===== config.mk =====
export PLATFORM = sky130hd
export DESIGN_NAME = fifo_stream
export DESIGN_NICKNAME = d
export VERILOG_FILES = /design/src/rtl/fifo_pkg.sv /design/src/rtl/fifo_ram.sv /design/src/rtl/fifo_stream.sv
export SDC_FILE = /design/constraint.sdc
export NUM_CORES = 1
export LEC_CHECK = 0
export ABC_AREA = 1
export CAP_MARGIN = 40
export CORE_MARGIN = 2
export CORE_UTILIZATION = 57
export CTS_CLUSTER_DIAMETER = 100
export DETAILED_ROUTE_END_ITERATION = 10
export PLACE_DENSITY = 0.88
export SKIP_LAST_GASP = 1
export SYNTH_ARGS = -nofsm -noshare
export SYNTH_HDL_FRONTEND = slang
export SYNTH_HIERARCHICAL = 1
export SYNTH_SLANG_ARGS = --single-unit

===== constraint.sdc =====
create_clock -name clk -period 2.53 [get_ports clk]
set_clock_uncertainty 0.05 [all_clocks]
set_input_delay 0.253 -clock clk [delete_from_list [all_inputs] [get_ports clk]]
set_output_delay 0.253 -clock clk [all_outputs]
set_load 0.02 [all_outputs]

===== src/rtl/fifo_pkg.sv =====
// ----------------------------------------------------------------------------
// fifo_pkg
//   Shared types and helpers for the fifo_stream buffer.
//   - fifo_mode_e      : read-mode selector (registered read or first-word-fall-through)
//   - fifo_depth()     : entry count for a given address width
//   - fifo_ptr_width() : pointer/count width (address bits plus one wrap bit)
// ----------------------------------------------------------------------------
package fifo_pkg;

    typedef enum logic {
        FIFO_REG_READ = 1'b0,
        FIFO_FWFT     = 1'b1
    } fifo_mode_e;

    function automatic int unsigned fifo_depth(input int unsigned addr_width);
        return 32'd1 << addr_width;
    endfunction

    // The extra bit distinguishes full from empty when the address bits match.
    function automatic int unsigned fifo_ptr_width(input int unsigned addr_width);
        return addr_width + 32'd1;
    endfunction

endpackage


===== src/rtl/fifo_ram.sv =====
// ----------------------------------------------------------------------------
// fifo_ram
//   DEPTH x DATA_WIDTH storage array for fifo_stream. Contents are not reset.
//   Ports:
//     clk      in   write clock, rising edge
//     i_we     in   write enable
//     i_waddr  in   write address
//     i_wdata  in   write data
//     i_raddr  in   read address
//     o_rdata  out  read data, combinational from i_raddr
// ----------------------------------------------------------------------------
module fifo_ram
    import fifo_pkg::*;
#(
    parameter int unsigned DATA_WIDTH = 8,
    parameter int unsigned ADDR_WIDTH = 3
) (
    input  logic                  clk,
    input  logic                  i_we,
    input  logic [ADDR_WIDTH-1:0] i_waddr,
    input  logic [DATA_WIDTH-1:0] i_wdata,
    input  logic [ADDR_WIDTH-1:0] i_raddr,
    output logic [DATA_WIDTH-1:0] o_rdata
);

    localparam int unsigned DEPTH = fifo_depth(ADDR_WIDTH);

    logic [DATA_WIDTH-1:0] r_mem [DEPTH];

    always_ff @(posedge clk) begin
        if (i_we) begin
            r_mem[i_waddr] <= i_wdata;
        end
    end

    assign o_rdata = r_mem[i_raddr];

endmodule


===== src/rtl/fifo_stream.sv =====
// ----------------------------------------------------------------------------
// fifo_stream
//   Single-clock stream FIFO with occupancy count, almost-full/almost-empty,
//   FWFT or registered-read mode, push-through when full, synchronous flush and
//   sticky overflow/underflow flags.
//   Ports:
//     clk, rst_n            clock (rising edge), async active-low reset
//     flush                 synchronous clear of contents; beats push/pop
//     push, wr_data         write request and data
//     pop                   read request
//     rd_data, rd_valid     read data and qualifier (mode dependent)
//     full, empty           occupancy status
//     almost_full/_empty    count >= AF_THRESH / count <= AE_THRESH
//     count                 occupancy 0..DEPTH
//     overflow, underflow   sticky rejected-push / rejected-pop flags
//     clr_err               synchronous clear of the sticky flags
// ----------------------------------------------------------------------------
module fifo_stream
    import fifo_pkg::*;
#(
    parameter int unsigned DATA_WIDTH = 8,
    parameter int unsigned ADDR_WIDTH = 3,
    parameter bit          FWFT       = 1'b1,
    parameter int unsigned AF_THRESH  = (32'd1 << ADDR_WIDTH) - 32'd1,
    parameter int unsigned AE_THRESH  = 1
) (
    input  logic                  clk,
    input  logic                  rst_n,
    input  logic                  flush,
    input  logic                  push,
    input  logic [DATA_WIDTH-1:0] wr_data,
    input  logic                  pop,
    output logic [DATA_WIDTH-1:0] rd_data,
    output logic                  rd_valid,
    output logic                  full,
    output logic                  empty,
    output logic                  almost_full,
    output logic                  almost_empty,
    output logic [ADDR_WIDTH:0]   count,
    output logic                  overflow,
    output logic                  underflow,
    input  logic                  clr_err
);

    localparam int unsigned PTR_W = fifo_ptr_width(ADDR_WIDTH);
    localparam fifo_mode_e  MODE  = fifo_mode_e'(FWFT);

    localparam logic [PTR_W-1:0] AF_LVL = AF_THRESH[PTR_W-1:0];
    localparam logic [PTR_W-1:0] AE_LVL = AE_THRESH[PTR_W-1:0];

    logic [PTR_W-1:0]      r_wr_ptr;
    logic [PTR_W-1:0]      r_rd_ptr;
    logic                  r_overflow;
    logic                  r_underflow;

    logic [PTR_W-1:0]      w_count;
    logic                  w_empty;
    logic                  w_full;
    logic                  w_pop_acc;
    logic                  w_push_acc;
    logic                  w_ovf_set;
    logic                  w_unf_set;
    logic [DATA_WIDTH-1:0] w_head;

    // Status is derived from the registered pointers only.
    assign w_count = r_wr_ptr - r_rd_ptr;
    assign w_empty = (r_wr_ptr == r_rd_ptr);
    assign w_full  = (r_wr_ptr[ADDR_WIDTH-1:0] == r_rd_ptr[ADDR_WIDTH-1:0]) &&
                     (r_wr_ptr[ADDR_WIDTH] != r_rd_ptr[ADDR_WIDTH]);

    // A push into a full FIFO is accepted only if the head leaves in the same cycle.
    assign w_pop_acc  = pop & ~w_empty & ~flush;
    assign w_push_acc = push & ~flush & (~w_full | w_pop_acc);
    assign w_ovf_set  = push & ~w_push_acc & ~flush;
    assign w_unf_set  = pop & ~w_pop_acc & ~flush;

    always_ff @(posedge clk or negedge rst_n) begin
        if (!rst_n) begin
            r_wr_ptr    <= '0;
            r_rd_ptr    <= '0;
            r_overflow  <= 1'b0;
            r_underflow <= 1'b0;
        end else begin
            if (flush) begin
                r_wr_ptr <= '0;
                r_rd_ptr <= '0;
            end else begin
                if (w_push_acc) r_wr_ptr <= r_wr_ptr + 1'b1;
                if (w_pop_acc)  r_rd_ptr <= r_rd_ptr + 1'b1;
            end
            // A set event in the same cycle as clr_err keeps the flag high.
            r_overflow  <= w_ovf_set | (r_overflow  & ~clr_err);
            r_underflow <= w_unf_set | (r_underflow & ~clr_err);
        end
    end

    fifo_ram #(
        .DATA_WIDTH (DATA_WIDTH),
        .ADDR_WIDTH (ADDR_WIDTH)
    ) u_ram (
        .clk     (clk),
        .i_we    (w_push_acc),
        .i_waddr (r_wr_ptr[ADDR_WIDTH-1:0]),
        .i_wdata (wr_data),
        .i_raddr (r_rd_ptr[ADDR_WIDTH-1:0]),
        .o_rdata (w_head)
    );

    generate
        if (MODE == FIFO_FWFT) begin : g_fwft
            // Head is masked while empty so stale or uninitialised entries never leak out.
            assign rd_data  = w_empty ? '0 : w_head;
            assign rd_valid = ~w_empty;
        end else begin : g_reg_read
            logic [DATA_WIDTH-1:0] r_rd_data;
            logic                  r_rd_valid;

            always_ff @(posedge clk or negedge rst_n) begin
                if (!rst_n) begin
                    r_rd_data  <= '0;
                    r_rd_valid <= 1'b0;
                end else begin
                    r_rd_valid <= w_pop_acc;
                    if (w_pop_acc) r_rd_data <= w_head;
                end
            end

            assign rd_data  = r_rd_data;
            assign rd_valid = r_rd_valid;
        end
    endgenerate

    assign count        = w_count;
    assign empty        = w_empty;
    assign full         = w_full;
    assign almost_full  = (w_count >= AF_LVL);
    assign almost_empty = (w_count <= AE_LVL);
    assign overflow     = r_overflow;
    assign underflow    = r_underflow;

endmodule


==> results_dict.tcl <==
set metrics [dict create \
    critPathBufInv 2 \
    finalCritPeriodShare_pct 100 \
    dieArea_sq_mm 0.00714 \
    grt_use_total_pct 23.6 \
    status "finished, violations left" \
    avgSynthCellArea_sq_um 9.12 \
    p_leak_nw 2.21 \
    relSlewSlack_pct 67.8 \
    drt_first_pass_iters 5 \
    setup_viol 1 \
    area_delta_synth_final_pct 18.0 \
    ir_worst_vdd_v 0.000620 \
    max_stage_delay_ns 0.60 \
    post_synth_num_cell_types 27 \
    synth_cells 405 \
    gr-max-usage-layer "met2" \
    final_layout_size_suffix_gt1_share_pct 9.78 \
    synth-compound-area-share_pct 1.29 \
    fmax_ghz 0.395 \
    path_clk_slew_ns 0.07 \
    p_total_w 0.00329 \
    routed_wl_mm 8.02 \
    cts_tree "done" \
    antenna_left 0 \
    clockRootBuffer "clkbuf_8" \
    synth_top_family_by_area "simple AND/OR/NAND/NOR gates" \
    rsz0062_at_grt "true" \
    gp_congestion 0.840 \
    violations "setup timing" \
    grt_use_met1_pct 30.2 \
    wire_per_inst_um 14.9 \
    cap_violations 0 \
    synthSimpleGateAreaFrac_pct 23.8 \
    powerDensity_mw_per_mm2 755 \
    synth-adder-area-share_pct 2.24 \
    grt_pass1_vias 2687 \
    critPathRequiredTime_ns 2.23 \
    vias_per_cell 5.17 \
    crit_path_top_delay_cell "clkdlybuf4s50_1" \
    port-buffer-count 32 \
    clock_latency_ns 0.33 \
    gr-usage-met3_pct 4.52 \
    finalCriticalPeriod_ns 2.53 \
    fin_cells 537 \
    reg2reg_slack_ns 0.12 \
    core_area_sq_mm 0.00631 \
    via_count 2776 \
    htreeDepth 3 \
    syn_area_sq_mm 0.00369 \
    async_reset_ff_share_pct 13.5 \
    grt_use_met2_pct 39.0 \
    arrival_ns 2.23 \
    cp-end-kind "output port" \
    io_pins 33 \
    drtIter0Drc 231 \
    clockBufferDepth 2 \
    crit_path_frequent_cell "nand2_1" \
    row_count 29 \
    worst_pin_slew_ns 0.481 \
    path_delay_family "buffers and inverters" \
    synth-seq-cells 74 \
    hold_ws_ns 0.196 \
    cts_sinks 74 \
    hold_buffers 0 \
    hold_viol 0 \
    synthXorXnorAreaFrac_pct 0.949 \
    syn_nets 425 \
    synthMuxAreaShare_pct 0 \
    post-place-ws_ns 0.147 \
    drcViolationCount 0 \
    die_w_um 84.5 \
    hold_class "in2async" \
    worst_slack_ns -0.00284 \
    die_y_um 84.5 \
    ys_seq_area_share_pct 58.8 \
    slew_viol_final 0 \
    grt_start_max_net_pins 38 \
    n_antenna_cell 0 \
    overflow 0 \
    grt_pass1_wl_mm 12.8 \
    numCtsBuffers 9 \
    worstSetupStartpointType "flop" \
    start_util_pct 58.5 \
    cp_cell_sequence "ha_1 -> a21oi_1 -> nand2_1 -> nand2_1 -> nand2_1 -> inv_1 -> clkdlybuf4s50_1" \
    antenna_found_initial 0 \
    cp_max_fo 5 \
    synth_edf_count 64 \
    final_nets 475 \
    yosysWarnings 6 \
    dp_hpwl_mm 5.18 \
    dp.cells 518 \
    critPathKind "reg2out" \
    ys.flop_type "edfxtp_1" \
]
-- final timing paths --
| path | from | endpoint | cells past startpoint |
|---|---|---|---|
| setup / recovery | r_wr_ptr[2] | count[3] | 7 |
| hold / removal | rst_n | r_rd_ptr[2] | 1 |
| setup reg to reg | r_wr_ptr[1] | u_ram/r_mem[1][2] | 9 |
| hold reg to reg | overflow | overflow | 2 |
| max in group asynchronous | rst_n | r_wr_ptr[1] | 1 |
| min in group clk | overflow | overflow | 2 |
-- state kept, by name, summed over array words and instances, names as in the netlist --
signal,flops
r_wr_ptr,4
overflow,1
r_rd_ptr,4
underflow,1
u_ram/r_mem,64
-- kinds of logic after synthesis --
| logic type | Yosys count |
|---|---|
| AND/OR/NAND/NOR | 205 |
| buffers and inverters | 108 |
| flip-flops | 74 |
| AO/OA/AOI/OAI | 8 |
| adder cells (fa/ha/maj) | 6 |
| XOR/XNOR | 4 |
-- synthesized netlist by cell type (2+ instances only) --
cell type / n / area share (%)
buf_6: 7 / 2.1
nor2_2: 2 / 0.34
nand3_1: 45 / 6.1
nand4_1: 3 / 0.51
nand2_2: 3 / 0.51
nor2_4: 2 / 0.61
nor2_1: 18 / 1.8
xor2_1: 3 / 0.71
buf_4: 3 / 0.61
ha_1: 5 / 1.7
dfrtp_1: 10 / 6.8
buf_2: 3 / 0.41
edfxtp_1: 64 / 52
inv_1: 93 / 9.5
o21ai_0: 5 / 0.68
nand2_1: 128 / 13
-- layer usage --
metal	vias up	wire length, um
li1	1351	-
met1	1291	3250
met2	109	4090
met3	25	477
met4	0	204
met5	-	0
-- cell usage in the layout, fill, tap and decap left out --
master	n
a21oi_1	1
buf_12	2
buf_4	18
clkbuf_1	5
clkbuf_8	11
clkdlybuf4s50_1	19
dfrtp_1	8
dfrtp_2	2
dlygate4sd2_1	4
dlymetal6s2s_1	9
edfxtp_1	64
fa_1	1
ha_1	5
inv_1	93
inv_2	1
inv_4	1
nand2_1	128
nand2_2	3
nand2_4	1
nand3_1	45
nand3_2	1
nand3b_1	1
nand4_1	3
nor2_1	18
nor2_2	2
nor2_4	2
nor3_1	1
o211ai_2	1
o21ai_0	5
o21ai_1	1
xnor2_1	1
xor2_1	3
-- power breakdown --
| group | switching (W) | total (W) | internal [W] | leakage (nW) |
|---|---|---|---|---|
| combinational | 0.000674 | 0.00112 | 0.000443 | 1.41 |
| clock | 0.000378 | 0.000791 | 0.000413 | 0.0850 |
| sequential | 0.0000231 | 0.00138 | 0.00136 | 0.710 |
| total | 0.00108 | 0.00329 | 0.00222 | 2.21 |
-- final cells by class --
cell class	instances	area, sq um
repair buffers	52	513
multi-input cells	223	1040
fillers	432	1960
flip-flops and latches	74	2170
inverters	95	359
well taps	77	96.3
clock buffers	16	170
-- stage by stage --
step                       TNS, ns  utilization (%)  area, sq um
after floorplan                  0                -         3690
after global routing        -0.224             69.0         4360
after global placement           0             65.3         4120
after detailed placement         0             65.3         4120
final                     -0.00284             69.0         4360
after CTS                        0             68.7         4340
-- timing repair --
item | 4_1_cts | 5_1_grt
buffers inserted | 3 | 0
gates resized for setup | 9 | 9
endpoints found under the setup margin | 12 | 11
pin swaps | 1 | 0
endpoints found under the hold margin | 0 | 0
No activity file was read; power rests on OpenSTA's default activity.
